File: config.mk
export PLATFORM = sky130hd
export DESIGN_NAME = led_share_arbiter
export DESIGN_NICKNAME = d
export VERILOG_FILES = /design/src/rtl/led_share_arbiter.sv
export SDC_FILE = /design/constraint.sdc
export NUM_CORES = 1
export LEC_CHECK = 0
export CAP_MARGIN = 20
export CORE_MARGIN = 3
export CORE_UTILIZATION = 40
export DETAILED_ROUTE_END_ITERATION = 7
export SLEW_MARGIN = 20
export SYNTH_ARGS = -nofsm -noshare
export SYNTH_HDL_FRONTEND = slang
export SYNTH_SLANG_ARGS = --single-unit
File: constraint.sdc
create_clock -name clk -period 2.8 [get_ports clk]
set_clock_uncertainty 0.15 [all_clocks]
set_input_delay 0.84 -clock clk [delete_from_list [all_inputs] [get_ports clk]]
set_output_delay 0.84 -clock clk [all_outputs]
set_load 0.02 [all_outputs]
File: src/rtl/led_share_arbiter.sv
// led_share_arbiter
// Round-robin scheduler that shares the 4-bit LED bank between four pattern
// sources. The winner's pattern is latched and shown for DWELL cycles, or
// until the winner drops its request. A blank gap of GAP cycles follows,
// then one idle arbitration cycle before the next grant.
//
// Ports:
//   clk      - system clock, rising edge
//   reset_n  - asynchronous active-low reset
//   req      - level request per source, held until served
//   pat_in   - four 4-bit patterns, source i at [4i+3:4i]
//   grant    - registered one-hot owner, zero when nobody owns the LEDs
//   led_out  - registered LED drive
//   done     - one-cycle one-hot pulse after a source completes a full dwell
//   busy     - high while showing or in the blank gap
module led_share_arbiter #(
  parameter int unsigned DWELL = 67108864,
  parameter int unsigned GAP   = 4,
  parameter int unsigned CNT_W = 26
) (
  input  logic        clk,
  input  logic        reset_n,
  input  logic [3:0]  req,
  input  logic [15:0] pat_in,
  output logic [3:0]  grant,
  output logic [3:0]  led_out,
  output logic [3:0]  done,
  output logic        busy
);

  typedef enum logic [1:0] {
    ST_IDLE = 2'd0,
    ST_SHOW = 2'd1,
    ST_GAP  = 2'd2
  } state_t;

  // Terminal counts, truncated to the counter width.
  localparam logic [CNT_W-1:0] DWELL_LAST = CNT_W'(DWELL - 1);
  localparam logic [CNT_W-1:0] GAP_LAST   = CNT_W'(GAP - 1);
  localparam logic [CNT_W-1:0] CNT_ZERO   = '0;
  localparam logic [CNT_W-1:0] CNT_ONE    = CNT_W'(1);

  state_t           state_r, state_s;
  logic [CNT_W-1:0] cnt_r, cnt_s;
  logic [1:0]       last_r, last_s;
  logic [1:0]       owner_r, owner_s;
  logic [3:0]       pat_r, pat_s;
  logic [3:0]       grant_s, led_s, done_s;
  logic             busy_s;
  logic [1:0]       win_s;

  // First set request bit searching last+1, last+2, ... (mod 4).
  function automatic logic [1:0] pick_winner(input logic [3:0] r, input logic [1:0] last);
    logic [1:0] idx;
    logic [1:0] res;
    logic       found;
    res   = last + 2'd1;
    found = 1'b0;
    for (int i = 1; i <= 4; i++) begin
      idx = last + i[1:0];
      if (!found && r[idx]) begin
        res   = idx;
        found = 1'b1;
      end else begin
        found = found;
      end
    end
    return res;
  endfunction

  // Winner of the current arbitration round.
  always_comb begin
    win_s = pick_winner(req, last_r);
  end

  // Next-state and next-output logic.
  always_comb begin
    state_s = state_r;
    cnt_s   = cnt_r;
    last_s  = last_r;
    owner_s = owner_r;
    pat_s   = pat_r;
    grant_s = grant;
    led_s   = led_out;
    done_s  = 4'b0000;
    busy_s  = busy;
    case (state_r)
      ST_IDLE: begin
        if (req != 4'b0000) begin
          grant_s = 4'b0001 << win_s;
          led_s   = pat_in[{win_s, 2'b00} +: 4];
          pat_s   = pat_in[{win_s, 2'b00} +: 4];
          last_s  = win_s;
          owner_s = win_s;
          cnt_s   = CNT_ZERO;
          busy_s  = 1'b1;
          state_s = ST_SHOW;
        end else begin
          grant_s = 4'b0000;
          led_s   = 4'b0000;
          busy_s  = 1'b0;
        end
      end
      ST_SHOW: begin
        // A completed dwell takes precedence over a simultaneous release.
        if (cnt_r == DWELL_LAST) begin
          grant_s = 4'b0000;
          led_s   = 4'b0000;
          done_s  = 4'b0001 << owner_r;
          cnt_s   = CNT_ZERO;
          state_s = ST_GAP;
        end else if (!req[owner_r]) begin
          grant_s = 4'b0000;
          led_s   = 4'b0000;
          cnt_s   = CNT_ZERO;
          state_s = ST_GAP;
        end else begin
          led_s   = pat_r;
          cnt_s   = cnt_r + CNT_ONE;
        end
      end
      ST_GAP: begin
        if (cnt_r == GAP_LAST) begin
          cnt_s   = CNT_ZERO;
          busy_s  = 1'b0;
          state_s = ST_IDLE;
        end else begin
          cnt_s   = cnt_r + CNT_ONE;
        end
      end
      default: begin
        grant_s = 4'b0000;
        led_s   = 4'b0000;
        busy_s  = 1'b0;
        cnt_s   = CNT_ZERO;
        state_s = ST_IDLE;
      end
    endcase
  end

  // State, counter, pointer and registered outputs.
  always_ff @(posedge clk or negedge reset_n) begin
    if (!reset_n) begin
      state_r <= ST_IDLE;
      cnt_r   <= CNT_ZERO;
      last_r  <= 2'd3;
      owner_r <= 2'd0;
      pat_r   <= 4'b0000;
      grant   <= 4'b0000;
      led_out <= 4'b0000;
      done    <= 4'b0000;
      busy    <= 1'b0;
    end else begin
      state_r <= state_s;
      cnt_r   <= cnt_s;
      last_r  <= last_s;
      owner_r <= owner_s;
      pat_r   <= pat_s;
      grant   <= grant_s;
      led_out <= led_s;
      done    <= done_s;
      busy    <= busy_s;
    end
  end

endmodule
==> flow_metrics.py <==
metrics = {
    "outcome": {
        "status": "finished, final reports clean",
    },
    "drt": {
        "vias_per_cell": 5.48,
        "antenna_left": 0,
        "drt-initial-drc-count": 75,
        "wl_mm": 6.44,
        "vias": 2286,
        "dr.pass1.iters": 4,
        "drcViolationCount": 0,
        "wl_per_cell_um": 15.4,
    },
    "setup_path": {
        "crit_chain": "clkdlybuf4s50_1 -> mux4_2 -> nand2_1 -> a31o_4 -> a21oi_4 -> nand2_2 -> o311ai_1",
        "cpLargestDelayFamily": "compound AO/OA/AOI/OAI gates",
        "endpoint_kind": "flip-flop",
        "reg2reg_depth": 8,
        "cp_max_fo": 9,
        "start_kind": "input pin",
        "max_stage_delay_ns": 0.59,
        "path_class": "in -> reg",
        "reg2reg_from": "cnt_r[1]$_DFFE_PN0N_",
        "path_depth": 7,
        "critPathLaunch": "req[0]",
        "required_ns": 2.86,
        "cp.buffers_inverters": 1,
        "arrival_ns": 2.78,
        "cp_slowest_cell": "clkdlybuf4s50_1",
    },
    "layout": {
        "fillers": 604,
        "syn2layout_area_growth_pct": 25.1,
        "finalNetCount": 365,
        "antenna_cells": 0,
        "drive_gt1_frac": 0.147,
        "design_area_um2": 3430,
    },
    "logic_synthesis": {
        "synth.distinct_cells": 56,
        "syn_avg_cell_area_um2": 9.63,
        "synthAdderAreaFrac": 0.0182,
        "yosys.area_share.xor_xnor": 0.0447,
        "async_flop_share": 1.00,
        "yosysMostFrequentCell": "dfrtp_1",
        "synth_nets": 311,
        "synth_simple_gate_area_frac": 0.251,
        "syn_inst": 285,
        "synth_edf_count": 0,
        "syn_area_um2": 2740,
        "synth_top_family_by_area": "simple AND/OR/NAND/NOR gates",
        "synth-compound-area-share": 0.164,
        "ys.flop_type": "dfrtp_1",
        "synth_top_area_cell": "dfrtp_1",
        "synth_common_cells": "47 x dfrtp_1, 37 x nand2_1, 31 x nor2_1, 23 x nand3_1, 11 x o21ai_0",
        "seq_area_frac_synth": 0.448,
        "muxShareOfSynthArea": 0.0415,
        "synth_warnings": 0,
        "synth.area.top_cells": "dfrtp_1 43%, nand2_1 5.1%, nor2_1 4.2%",
        "synth.top_cell.area_share": 0.429,
        "ys_ff_latch": 49,
    },
    "die": {
        "io_pins": 35,
        "dieHeight_um": 88.8,
        "initial_utilization": 0.422,
        "num_rows": 29,
        "core_area_um2": 6490,
        "die_w_um": 88.8,
        "die_area_um2": 7890,
    },
    "sta": {
        "rsz0062_at_grt": "no",
        "min_period_ns": 2.72,
        "setup_ws_ns": 0.0816,
        "fin_crit_sh": 0.971,
        "worst_slew_pin_slew_ns": 0.586,
        "hold_ws_ns": 0.258,
        "hold_violations": 0,
        "slew_viol_final": 0,
        "relSlewSlack": 0.609,
        "max_clock_freq_mhz": 368,
        "finalSetupViolations": 0,
    },
    "cts": {
        "max-clock-path-buffers": 2,
        "clk_pin_slew_ns": 0.10,
        "cts_tree": "yes",
        "clock-root-buffer": "clkbuf_8",
        "cts_buffers": 5,
        "cts_htree_levels": 2,
        "clk_latency_ns": 0.31,
        "clock_sinks": 49,
        "postCtsSetupBuffers": 0,
    },
    "power_and_ir_drop": {
        "irDropWorstVdd_mv": 0.469,
        "power_leakage_uw": 0.00147,
        "powerDensity_nw_per_um2": 789,
        "power_uw": 2710,
    },
    "global_route": {
        "antenna_found_initial": 0,
        "grt_util_all_layers": 0.177,
        "grt_max_degree": 23,
        "grt_pass1_wl_mm": 11.0,
        "grt_pass1_vias": 2280,
        "overflow": 0,
    },
    "flow_run": {
        "maxCapViolCount": 0,
    },
    "place": {
        "hpwl_mm": 4.86,
        "dpl-instance-area_um2": 3310,
        "gp_congestion": 0.800,
        "place_ws_ns": -0.210,
        "port_buffers": 34,
    },
    "min_path": {
        "min_path_type": "in -> async",
    },
}
## area by class of cell
cell class	instances	area (µm²)	share of cell area
tap	77	96.3	0.0281
clock inverter	2	37.5	0.0109
multi-input combinational	219	1430	0.416
clock buffer	6	82.6	0.0241
timing repair buffer	57	533	0.155
sequential	49	1230	0.358
inverter	7	26.3	0.00765
## kinds of logic (layout without fill, tap and decap cells)
logic type | count (synthesis) | in the layout
compound gates | 54 | 54
mux | 10 | 10
xor+xnor | 14 | 14
buf+inv | 17 | 72
simple gates | 137 | 137
fa+ha+maj | 4 | 4
flops | 49 | 49
## placed cells by master, fill, tap and decap left out, types with 7 or more instances in the layout
cell type	synthesis	layout
buf_4	2	21
clkdlybuf4s50_1	0	33
dfrtp_1	47	47
inv_1	7	7
mux2i_1	8	8
nand2_1	37	37
nand3_1	23	23
nor2_1	31	31
o21ai_0	11	11
xor2_1	9	9
## what timing repair did
item | CTS | global route
setup endpoints to repair | 0 | 2
resized for setup | 0 | 1
endpoints found under the hold margin | 0 | 0
hold buffers | 0 | 0
## metrics by stage
stage               instances  setup TNS, ns   util
global route              417              0  0.529
floorplan                 285              0      -
finish                    417              0  0.529
detailed placement        409          -4.57  0.510
CTS                       417              0  0.528
global placement          409          -3.21  0.510
## power by group
| group | switching, µW | leakage [µW] | internal [µW] |
|---|---|---|---|
| logic | 663 | 0.000759 | 558 |
| registers | 100 | 0.000657 | 850 |
| clock network | 247 | 0.0000574 | 291 |
## path summary, 6_finish.rpt
path / slack (ns) / endpoint
min reg2reg: 0.34 / pat_r[2]$_DFFE_PN0P_
min: 0.26 / cnt_r[21]$_DFFE_PN0N_
max reg2reg: 0.39 / cnt_r[2]$_DFFE_PN0N_
max in group asynchronous: 1.62 / grant[2]$_DFFE_PN0P_
max: 0.08 / cnt_r[20]$_DFFE_PN0N_
min in group clk: 0.34 / pat_r[2]$_DFFE_PN0P_
## flip-flops by register name, summed over array words and instances (netlist names)
register,flops
owner_r,2
led_out,4
grant,4
last_r,2
cnt_r,26
pat_r,4
busy,1
state_r,2
done,4
## worst reg2reg max path: cells and delay by family, from the launching register on
family,cells,cell delay [ns]
and+or+nand+nor,2,0.67
adders and majority gates,1,0.21
buffers and inverters,1,0.16
AOI/OAI and AO/OA,4,0.69
DFF,1,0.42
## metal layers
metal | track usage | routed length [µm] | up-vias
met5 | 0 | 0 | -
met4 | 0.0508 | 63 | 0
met3 | 0.0326 | 139 | 5
met2 | 0.275 | 3090 | 28
met1 | 0.251 | 3140 | 1112
li1 | - | - | 1141
Power figures use the tool's default switching activity.
==> RTL change 1 (config.mk and constraints unchanged) <==
The 3 states of `state_t` get a one-hot encoding in 3 bits.
--- a/src/rtl/led_share_arbiter.sv
+++ b/src/rtl/led_share_arbiter.sv
@@ -30,6 +30,6 @@
 
-  typedef enum logic [1:0] {
-    ST_IDLE = 2'd0,
-    ST_SHOW = 2'd1,
-    ST_GAP  = 2'd2
+  typedef enum logic [2:0] {
+    ST_IDLE = 3'b001,
+    ST_SHOW = 3'b010,
+    ST_GAP  = 3'b100
   } state_t;
Function: no difference found for any inputs over 10 cycles, from zero or initial values and one cycle with reset_n low; not proved beyond that.
==> RTL change 1 against the unedited design <==
  * Area after synthesis rose by 0.91%
  * Highest routed layer unchanged
  * Maximum frequency rose by 1.1%
  * Cell count rose by 4.8%
  * Total power fell by 10%
  * Critical path depth did not move
  * Routed wire length rose by 6.6%
  * Sequential cell count rose by 1
  * Final area rose by 0.73%
  * Sequential power rose by 4.0%
  * Worst setup slack improved by 0.028 ns
  * Largest power group unchanged
==> RTL change 1: results (changes against the unedited design) <==
[outcome]
status=finished, final reports clean  ; unchanged

[grt]
grt_usage=0.190  ; was 0.177
grt_pass1_wl_mm=11.9  ; was 11.0 mm
globalRouteOverflowTotal=0  ; unchanged
grt_max_degree=51  ; was 23
use_met3=0.0350  ; was 0.0326

[place]
dpl.hpwl_mm=5.08  ; was 4.86 mm
pre_cts_ws_ns=-0.255  ; was -0.210 ns
placed_area_um2=3380  ; was 3310 µm²
place_inst=429  ; was 409
gp_congestion=0.831  ; was 0.800

[layout]
drive_gt1_frac=0.136  ; was 0.147
finalNonFillerCells=437  ; was 417
nets=382  ; was 365

[timing]
holdWs_ns=0.333  ; was 0.258 ns
min_period_over_period=0.961  ; was 0.971
tightestPinTransition_ns=0.770  ; was 0.586 ns

[worst_setup_path]
cp.arrival_ns=2.73  ; was 2.78 ns
crit_path_top_delay_cell=mux4_2  ; was clkdlybuf4s50_1
worstRegToRegCells=6  ; was 8
crit_path_end=cnt_r[8]$_DFFE_PN0N_  ; was cnt_r[20]$_DFFE_PN0N_
max_stage_delay_ns=0.48  ; was 0.59 ns
rrSetupSlack_ns=0.15  ; was 0.39 ns
critical-path-top-delay-family=buffers and inverters  ; was compound AO/OA/AOI/OAI gates
crit_fanout=13  ; was 9

[synthesis]
synthCells=301  ; was 285
synth-xor-area-share=0.0127  ; was 0.0447
syn_nets=324  ; was 311
synth_compound_area_frac=0.225  ; was 0.164
synth_area_leaders=dfrtp_1, nand2_1, nor3b_1  ; was dfrtp_1, nand2_1, nor2_1
synth.top_cells.by_count=dfrtp_1, nand2_1, nand3_1, o21ai_1  ; was dfrtp_1, nand2_1, nor2_1, nand3_1, o21ai_0
muxShareOfSynthArea=0.0154  ; was 0.0415
ys_seq_area_frac=0.453  ; was 0.448

[worst_hold_path]
min_path_type=reg -> reg  ; was in -> async

[routing]
wl_met2_mm=3.24  ; was 3.09 mm
routed_wl_mm=6.86  ; was 6.44 mm
met3WireLength_um=328  ; was 139 µm
drtIter0Drc=99  ; was 75
via_count=2537  ; was 2286

[pwr]
p_leak_nw=1.38  ; was 1.47 nW
ir_drop_v=0.000640  ; was 0.000469 V

## RTL change 1: cell count changes in the layout (fill, tap and decap cells not counted), sizes merged, moves of 6 or more
cell	delta
nand3	-6
o31ai	+8
o22ai	+6
xor2	-7
mux2i	-6
o21ai	+16
a211oi	+7
buf	+7
nor3	+8
nor3b	+12
nor2	-19
## RTL change 1: worst reg2reg max path, cell delays in order, from the launching register on
cell and delay (ns):
dfrtp_1 0.43, nand4_1 0.18, or4_1 0.60, o41a_1 0.57, buf_4 0.24, o311ai_1 0.28
o21ai_1 0.10
## RTL change 1: final cells by class
cell class	instances	area, µm²
inverters	9	33.8
clock buffers	6	72.6
fillers	611	3070
well taps	77	96.3
flip-flops and latches	50	1250
repair buffers	64	573
multi-input cells	229	1420
clock inverters	2	10.0
## RTL change 1: power breakdown
part	switching, mW	internal [mW]	leakage [nW]
clock	0.236	0.174	0.0450
combinational	0.543	0.491	0.665
sequential	0.112	0.876	0.667
total	0.891	1.54	1.38
==> RTL change 2 (config.mk and constraints unchanged) <==
Made on the original files. Change the parameter `CNT_W` from 26 to 13.
--- a/src/rtl/led_share_arbiter.sv
+++ b/src/rtl/led_share_arbiter.sv
@@ -18,3 +18,3 @@
   parameter int unsigned GAP   = 4,
-  parameter int unsigned CNT_W = 26
+  parameter int unsigned CNT_W = 13
 ) (
Function: no difference found for any inputs over 10 cycles, from zero or initial values and one cycle with reset_n low; that may be too few to reach the edited logic, so the function may still have changed.
==> RTL change 2 against the unedited design <==
  * Final area down 19%
  * Worst setup slack better by 0.078 ns
  * Sequential cell count decreased by 13
  * Routed wire length fell by 17%
  * Total power is 11% lower
  * Synthesized cell count is 19% lower
  * Area after synthesis is 22% lower
  * Count of clock-buffer cells in the layout did not move
==> RTL change 2: results (changes against the unedited design) <==
[outcome]
status=finished, final reports clean  ; unchanged

[grt]
gr-usage-met1=0.244  ; was 0.251
use_met3=0.0351  ; was 0.0326
use_met2=0.297  ; was 0.275
grt_pass1_wl_mm=9.11  ; was 11.0 mm
grt_max_degree=37  ; was 23
grt_pass1_vias=1887  ; was 2280
grt_usage=0.184  ; was 0.177

[synthesis]
muxShareOfSynthArea=0.0436  ; was 0.0415
synth_compound_area_frac=0.258  ; was 0.164
synth_fa_ha_area_frac=0.0233  ; was 0.0182
syn_nets=256  ; was 311
synth_area_leaders=dfrtp_1, nand2_1, o21ai_0  ; was dfrtp_1, nand2_1, nor2_1
synth-xor-area-share=0.00407  ; was 0.0447
yosysUniqueCellTypes=48  ; was 56
synth.top_cells.by_count=nand2_1, dfrtp_1, o21ai_0, clkbuf_1, o211ai_1  ; was dfrtp_1, nand2_1, nor2_1, nand3_1, o21ai_0

[layout]
nets=308  ; was 365
nFillCells=522  ; was 604
largest_register_ffs=13  ; was 26
drive_gt1_frac=0.159  ; was 0.147

[worst_hold_path]
min_path_type=reg -> reg  ; was in -> async

[pwr]
p_leak_nw=1.12  ; was 1.47 nW
ir_drop_v=0.000446  ; was 0.000469 V
switching_share=0.413  ; was 0.373

[clock_tree]
path_clk_slew_ns=0.07  ; was 0.10 ns
cts_max_path_buffers=2  ; unchanged
clk_latency_ns=0.29  ; was 0.31 ns

[routing]
drtIter0Drc=141  ; was 75
wl_met1_mm=2.50  ; was 3.14 mm
firstDrtPassIters=4  ; unchanged
wl_met2_mm=2.53  ; was 3.09 mm
viasPerCell=5.49  ; was 5.48
wl_per_cell_um=15.1  ; was 15.4 µm
met3WireLength_um=216  ; was 139 µm

[worst_setup_path]
crit_path_end=grant[2]$_DFFE_PN0P_  ; was cnt_r[20]$_DFFE_PN0N_
reg2reg_from=cnt_r[0]$_DFFE_PN0N_  ; was cnt_r[1]$_DFFE_PN0N_
worstRegToRegCells=6  ; was 8
crit_fanout=6  ; was 9
max_stage_delay_ns=0.57  ; was 0.59 ns
rrSetupSlack_ns=0.34  ; was 0.39 ns

[place]
gp_congestion=0.856  ; was 0.800
pre_cts_ws_ns=-0.138  ; was -0.210 ns

[timing]
timing.fmax_mhz=379  ; was 368 MHz

[RTL change 2: changes by cell type in the layout (fill, tap and decap cells not counted), sizes merged, moves of 4 or more]
cell and delta:
o21ai +8, nand3 -14, dfrtp -13, a21oi -4, nand4 -4, nor2 -23
xor2 -9, xnor2 -4, o22a -4, o211ai +10, a21o -4, o221ai +4
[RTL change 2: area by class of cell]
| cell class | instances | area share |
|---|---|---|
| Multi-Input combinational cell | 175 | 0.418 |
| Sequential cell | 36 | 0.325 |
| Timing Repair Buffer | 56 | 0.180 |
| Tap cell | 70 | 0.0315 |
| Clock buffer | 6 | 0.0297 |
| Inverter | 8 | 0.0108 |
| Clock inverter | 2 | 0.00540 |
[RTL change 2: power groups by stage]
stage / Combinational (mW) / Sequential [mW] / Clock, mW
3_3_place_gp: 1.25 / 0.769 / 0
2_1_floorplan: 0.730 / 0.796 / 0
3_5_place_dp: 1.25 / 0.767 / 0
6_report: 1.25 / 0.760 / 0.393
5_1_grt: 1.37 / 0.782 / 0.423
4_1_cts: 1.26 / 0.761 / 0.405
[RTL change 2: stage by stage]
stage | cell area, µm² | cells | hold slack [ns] | util | power (mW)
detailed placement | 2680 | 345 | 0.330 | 0.522 | 2.02
CTS | 2780 | 353 | 0.351 | 0.541 | 2.42
global route | 2780 | 353 | 0.377 | 0.541 | 2.58
global placement | 2680 | 345 | 0.326 | 0.522 | 2.02
finish | 2780 | 353 | 0.351 | 0.541 | 2.40
floorplan | 2150 | 230 | 0.306 | - | 1.53
[RTL change 2: worst max-delay path, delay by kind of cell]
kind / cells / cell delay, ns
AO/OA/AOI/OAI: 3 / 0.83
buffers and inverters: 3 / 0.92
AND/OR/NAND/NOR: 1 / 0.08
